[config.mk]
export PLATFORM = sky130hd
export DESIGN_NAME = lowpass3x3_flat
export DESIGN_NICKNAME = d
export VERILOG_FILES = /design/src/rtl/lpf_pkg.sv /design/src/rtl/lowpass3x3_if.sv /design/src/rtl/lpf_colsum.sv /design/src/rtl/lowpass3x3.sv /design/src/flat_wrapper.sv
export SDC_FILE = /design/constraint.sdc
export NUM_CORES = 1
export LEC_CHECK = 0
export BUFFER_PORTS_ARGS = -buffer_cell sky130_fd_sc_hd__clkbuf_2
export CAP_MARGIN = 20
export CORE_ASPECT_RATIO = 2
export CORE_MARGIN = 5
export CORE_UTILIZATION = 40
export CTS_BUF_LIST = sky130_fd_sc_hd__clkbuf_16
export CTS_CLUSTER_DIAMETER = 100
export CTS_CLUSTER_SIZE = 30
export DETAILED_ROUTE_END_ITERATION = 8
export HOLD_SLACK_MARGIN = 0.05
export SLEW_MARGIN = 0
export SYNTH_ARGS = -nofsm -noshare
export SYNTH_HDL_FRONTEND = slang
export SYNTH_SLANG_ARGS = --single-unit
[constraint.sdc]
create_clock -name clk -period 7.5 [get_ports clk]
set_clock_uncertainty 0.1 [all_clocks]
set_input_delay 0 -clock clk [delete_from_list [all_inputs] [get_ports clk]]
set_output_delay 0 -clock clk [all_outputs]
set_load 0.05 [all_outputs]
[src/rtl/lpf_pkg.sv]
// Shared widths, kernel weights and rounding constants for the 3x3 binomial low-pass stage.
package lpf_pkg;
    localparam int PB = 8;
    localparam int XB = 10;
    localparam int YB = 10;
    localparam int VB = PB + 2;
    localparam int SB = PB + 4;
    localparam int K_EDGE = 1;
    localparam int K_MID = 2;
    localparam int ROUND = 8;
    localparam int SHIFT = 4;

    // 1-2-1 weighted sum shared by the vertical and horizontal passes
    function automatic logic [SB-1:0] w121(
        input logic [SB-1:0] a,
        input logic [SB-1:0] b,
        input logic [SB-1:0] c
    );
        return SB'(K_EDGE) * a + SB'(K_MID) * b + SB'(K_EDGE) * c;
    endfunction
endpackage

[src/rtl/lowpass3x3_if.sv]
// Column-in / pixel-out bus of the 3x3 low-pass stage.
interface lowpass3x3_if;
    import lpf_pkg::*;
    logic            i_valid;
    logic [3*PB-1:0] i_col;
    logic [XB-1:0]   i_x;
    logic [YB-1:0]   i_y;
    logic            o_valid;
    logic [PB-1:0]   o_data;
    logic [XB-1:0]   o_x;
    logic [YB-1:0]   o_y;
    logic            o_frame_done;
    logic            o_seq_err;

    modport master (
        output i_valid, i_col, i_x, i_y,
        input  o_valid, o_data, o_x, o_y, o_frame_done, o_seq_err
    );
    modport slave (
        input  i_valid, i_col, i_x, i_y,
        output o_valid, o_data, o_x, o_y, o_frame_done, o_seq_err
    );
endinterface

[src/rtl/lpf_colsum.sv]
// Vertical 1-2-1 sum of one pixel column (combinational).
module lpf_colsum
    import lpf_pkg::*;
(
    input  logic [3*PB-1:0] col_i,
    output logic [VB-1:0]   v_o
);
    assign v_o = VB'(w121(SB'(col_i[PB-1:0]),
                          SB'(col_i[2*PB-1:PB]),
                          SB'(col_i[3*PB-1:2*PB])));
endmodule

[src/rtl/lowpass3x3.sv]
// Streaming 3x3 binomial low-pass: sliding column window, 3-stage pipeline,
// raster-order checking and end-of-frame marker.
module lowpass3x3
    import lpf_pkg::*;
#(
    parameter int WIDTH  = 640,
    parameter int HEIGHT = 480
) (
    input logic         clk,
    input logic         rst_n,
    lowpass3x3_if.slave bus
);
    logic [VB-1:0] v;
    logic [VB-1:0] w0_q, w1_q, w2_q;
    logic [XB-1:0] x0_q, x1_q, ox_q, px_q;
    logic [YB-1:0] y0_q, y1_q, oy_q, py_q;
    logic          v0_q, v1_q, ovalid_q, fd_q, err_q, seen_q;
    logic [SB-1:0] s_q, s_d;
    logic [PB-1:0] data_q, data_d;
    logic          full_d, seq_ok_d, err_d, fd_d;

    lpf_colsum u_colsum (
        .col_i (bus.i_col),
        .v_o   (v)
    );

    always_comb begin
        full_d   = (bus.i_x >= XB'(2)) && (bus.i_y >= YB'(2));
        seq_ok_d = 1'b0;
        // first column after reset opens a frame, so only x=0 is legal
        if (!seen_q) begin
            seq_ok_d = (bus.i_x == '0);
        end else begin
            seq_ok_d = ((bus.i_x == px_q + XB'(1)) && (bus.i_y == py_q))
                    || ((bus.i_x == '0)
                        && ((bus.i_y == py_q + YB'(1)) || (bus.i_y == '0)));
        end
        err_d  = err_q | (bus.i_valid & ~seq_ok_d);
        s_d    = w121(SB'(w2_q), SB'(w1_q), SB'(w0_q));
        data_d = PB'((s_q + SB'(ROUND)) >> SHIFT);
        fd_d   = v1_q && (x1_q == XB'(WIDTH - 2))
                      && (y1_q == YB'(HEIGHT - 2));
    end

    always_ff @(posedge clk or negedge rst_n) begin
        if (!rst_n) begin
            w0_q     <= '0;
            w1_q     <= '0;
            w2_q     <= '0;
            x0_q     <= '0;
            y0_q     <= '0;
            v0_q     <= 1'b0;
            s_q      <= '0;
            x1_q     <= '0;
            y1_q     <= '0;
            v1_q     <= 1'b0;
            data_q   <= '0;
            ox_q     <= '0;
            oy_q     <= '0;
            ovalid_q <= 1'b0;
            fd_q     <= 1'b0;
            err_q    <= 1'b0;
            seen_q   <= 1'b0;
            px_q     <= '0;
            py_q     <= '0;
        end else begin
            v0_q     <= bus.i_valid && full_d;
            v1_q     <= v0_q;
            ovalid_q <= v1_q;
            fd_q     <= fd_d;
            err_q    <= err_d;
            if (bus.i_valid) begin
                w0_q   <= v;
                w1_q   <= w0_q;
                w2_q   <= w1_q;
                x0_q   <= bus.i_x;
                y0_q   <= bus.i_y;
                px_q   <= bus.i_x;
                py_q   <= bus.i_y;
                seen_q <= 1'b1;
            end
            if (v0_q) begin
                s_q  <= s_d;
                x1_q <= x0_q - XB'(1);
                y1_q <= y0_q - YB'(1);
            end
            if (v1_q) begin
                data_q <= data_d;
                ox_q   <= x1_q;
                oy_q   <= y1_q;
            end
        end
    end

    assign bus.o_valid      = ovalid_q;
    assign bus.o_data       = data_q;
    assign bus.o_x          = ox_q;
    assign bus.o_y          = oy_q;
    assign bus.o_frame_done = fd_q;
    assign bus.o_seq_err    = err_q;
endmodule
[src/flat_wrapper.sv]
// flat-port wrapper written by rule: the top's interface ports become plain ports
module lowpass3x3_flat import lpf_pkg::*;
#(
    parameter int WIDTH  = 640,
    parameter int HEIGHT = 480
)
  (clk, rst_n, bus_i_valid, bus_i_col, bus_i_x, bus_i_y, bus_o_valid, bus_o_data, bus_o_x, bus_o_y, bus_o_frame_done, bus_o_seq_err);
  lowpass3x3_if bus_i ();
  input logic clk;
  input logic rst_n;
  input wire logic [$bits(bus_i.i_valid)-1:0] bus_i_valid;
  input wire logic [$bits(bus_i.i_col)-1:0] bus_i_col;
  input wire logic [$bits(bus_i.i_x)-1:0] bus_i_x;
  input wire logic [$bits(bus_i.i_y)-1:0] bus_i_y;
  output wire logic [$bits(bus_i.o_valid)-1:0] bus_o_valid;
  output wire logic [$bits(bus_i.o_data)-1:0] bus_o_data;
  output wire logic [$bits(bus_i.o_x)-1:0] bus_o_x;
  output wire logic [$bits(bus_i.o_y)-1:0] bus_o_y;
  output wire logic [$bits(bus_i.o_frame_done)-1:0] bus_o_frame_done;
  output wire logic [$bits(bus_i.o_seq_err)-1:0] bus_o_seq_err;
  assign bus_i.i_valid = bus_i_valid;
  assign bus_i.i_col = bus_i_col;
  assign bus_i.i_x = bus_i_x;
  assign bus_i.i_y = bus_i_y;
  assign bus_o_valid = bus_i.o_valid;
  assign bus_o_data = bus_i.o_data;
  assign bus_o_x = bus_i.o_x;
  assign bus_o_y = bus_i.o_y;
  assign bus_o_frame_done = bus_i.o_frame_done;
  assign bus_o_seq_err = bus_i.o_seq_err;
  lowpass3x3 #(.WIDTH(WIDTH), .HEIGHT(HEIGHT)) u_core (.clk(clk), .rst_n(rst_n), .bus(bus_i));
endmodule
==> results.py <==
metrics = {
    "clock_tree": {
        "clk_path_buf_depth": 2,
        "cts_setup_buffers": 0,
        "clk_pin_slew_ns": 0.05,
        "root_buffer": "clkbuf_16",
        "clk_latency_ns": 0.40,
        "cts_tree": "done",
        "htreeDepth": 4,
        "ctsResizeCount": 0,
        "clock_sinks": 113,
        "numCtsBuffers": 17,
    },
    "synth": {
        "ys_async_sr_fraction_pct": 100.0,
        "synth.ff_latch_count": 113,
        "synth_most_common_cell": "dfrtp_1",
        "avgSynthCellArea_um2": 11.21,
        "netlist_instances": 555,
        "synth_common_cells": "dfrtp_1, mux2_2, nor2_1, xnor2_1, a21oi_1",
        "syn-num-nets": 642,
        "synth_cell_type_count": 58,
        "synth_warnings": 0,
        "synthTopCellsByArea": "dfrtp_1, mux2_2, fa_1, xnor2_1, ha_1",
        "yosysSeqAreaShare_pct": 45.45,
        "netlist.area_leader.share_pct": 45.45,
        "synth_top_cell_by_area": "dfrtp_1",
        "synth_area_mm2": 0.006222,
        "synth_ff_type": "dfrtp_1",
        "synth_edf_count": 0,
    },
    "worst_setup_path": {
        "worst_setup_path_end_kind": "flop",
        "worst-endpoint-arrival_ns": 2.92,
        "cp_max_fo": 4,
        "r2r_slack_ns": 4.76,
        "crit_family": "compound AO/OA/AOI/OAI gates",
        "path_cells": "fa_1, ha_1, a21o_1, a221o_1, a31oi_2, o21bai_1, xor2_1, mux2_2",
        "path_buf_inv": 0,
        "critical_path.max_stage_delay_ns": 0.49,
        "start_kind": "flop",
        "critical_path.slowest_cell": "fa_1",
        "worstPathRequired_ns": 7.68,
        "criticalPathCategory": "reg2reg",
    },
    "route": {
        "dr.pass1.iters": 4,
        "wl_um": 12780,
        "drtIter0Drc": 140,
        "viasPerCell": 5.116,
        "ant_nets": 0,
        "vias": 4420,
        "routedWlPerCell_um": 14.79,
        "drc": 0,
    },
    "timing": {
        "hold_viol": 0,
        "timing.slew.headroom_pct": 41.08,
        "rsz0062_at_grt": "false",
        "setup_tns_ns": 0,
        "max_freq_ghz": 0.3655,
        "hold_slack_ns": 0.08669,
        "finalSetupViolCount": 0,
        "period_minus_slack_ns": 2.736,
        "final.period_utilization_pct": 36.48,
        "tightest_slew_ns": 0.8838,
        "finalMaxSlewViolations": 0,
    },
    "die": {
        "die_w_um": 98.19,
        "num_rows": 64,
        "fp.coreArea_mm2": 0.01529,
        "initial_utilization_pct": 40.68,
        "die_y_um": 186.4,
        "die_area_mm2": 0.01830,
        "ioPinCount": 78,
    },
    "grt": {
        "overflow": 0,
        "grt_pass1_vias": 4733,
        "grt_pass1_wl_um": 22050,
        "grt_antenna_before_repair": 0,
        "grt.total_usage_pct": 14.63,
        "grt_max_degree": 72,
    },
    "cells_and_area": {
        "diodes": 0,
        "post-route-util_pct": 49.44,
        "layout-drive-gt1-share_pct": 27.33,
        "nets": 740,
        "fin_cells": 864,
        "synthToLayoutAreaGrowth_pct": 21.52,
    },
    "power": {
        "leakage_nw": 3.266,
        "p_per_area_mw_per_mm2": 361.8,
        "ir_drop_uv": 185.6,
    },
    "placement": {
        "numPortBuffers": 77,
        "place.gp.congestion": 0.8356,
        "dp.cells": 804,
        "hpwl_um": 9570,
    },
    "min_path": {
        "min_path_type": "in2reg",
    },
    "status": {
        "status": "finished, final reports clean",
    },
    "job": {
        "drv_cap": 0,
    },
}
[worst paths after layout]
check,startpoint,cells past startpoint,to
max,u_core.w2_q[7],8,u_core.s_q[10]
min,bus_i_col[23],4,u_core.w0_q[9]
max reg2reg,u_core.w2_q[7],8,u_core.s_q[10]
min reg2reg,u_core.seen_q,1,u_core.seen_q
max in group asynchronous,rst_n,4,u_core.bus.o_data[0]
min in group asynchronous,rst_n,3,u_core.x0_q[5]
[through the flow]
step / area [um2] / worst slack, ns / total power, mW
after floorplan: 6222 / 4.894 / 1.764
after global placement: 6749 / 4.832 / 1.980
after detailed placement: 6749 / 4.764 / 2.038
after CTS: 7561 / 4.749 / 2.776
after global routing: 7561 / 4.627 / 2.935
final: 7561 / 4.764 / 2.736
[worst min-delay path, delay by kind of cell]
family,cells,cell delay [ns]
adder cells (fa/ha/maj),2,0.32
AO/OA/AOI/OAI,1,0.14
buffers and inverters,1,0.09
[cells by family after synthesis]
group | synth area share (%)
AOI/OAI and AO/OA | 8.084
buffers and inverters | 3.378
DFF | 45.45
and+or+nand+nor | 11.44
adders and majority gates | 10.09
xor gates and xnor gates | 8.446
muxes | 13.11
[cell type report]
class                   count  area (um2)
fillers                  1436        7734
multi-input cells         393        3184
flip-flops and latches    113        2828
repair buffers            109       698.2
clock buffers              17       425.4
well taps                 198       247.7
clock inverters            15       106.4
inverters                  19       71.32
[routing by layer]
layer / part of all wire (%) / up-vias / GRT usage (%)
met3: 3.9 / 18 / 3.251
met5: 0 / - / 0
li1: - / 2143 / -
met1: 41 / 2162 / 16.46
met2: 53 / 97 / 26.47
met4: 2.0 / 0 / 5.734
[repair_timing]
item                                    in CTS  in global routing
hold endpoints to repair                    67                  0
hold buffers                                28                  0
endpoints found under the setup margin       0                  0
[cell usage in the layout, fill, tap and decap left out, drive strengths merged, types with 4 or more instances in the layout]
cell type / n
a21o: 5
a21oi: 31
a31oi: 7
buf: 5
clkbuf: 93
clkinv: 7
dfrtp: 113
dlygate4sd3: 28
fa: 17
ha: 23
inv: 23
mux2: 68
mux2i: 5
nand2: 26
nand2b: 4
nand3: 15
nand4: 6
nor2: 42
nor2b: 4
nor3: 16
nor4: 10
o21ai: 18
xnor2: 38
xor2: 22
[report_power, final]
group | internal (mW) | total, mW | switching (mW)
logic | 0.508 | 1.11 | 0.606
clock network | 0.445 | 0.712 | 0.267
registers | 0.771 | 0.910 | 0.140
total | 1.72 | 2.74 | 1.01
[registers in the layout, summed over array words and instances (netlist names), 8 cells and up]
name	flops
u_core.w0_q	10
u_core.w1_q	10
u_core.bus.o_x	10
u_core.bus.o_y	10
u_core.y1_q	10
u_core.bus.o_data	8
u_core.s_q	9
u_core.w2_q	10
u_core.x0_q	10
u_core.x1_q	10
u_core.y0_q	10
Note: power is estimated with default switching activity, not from simulation.
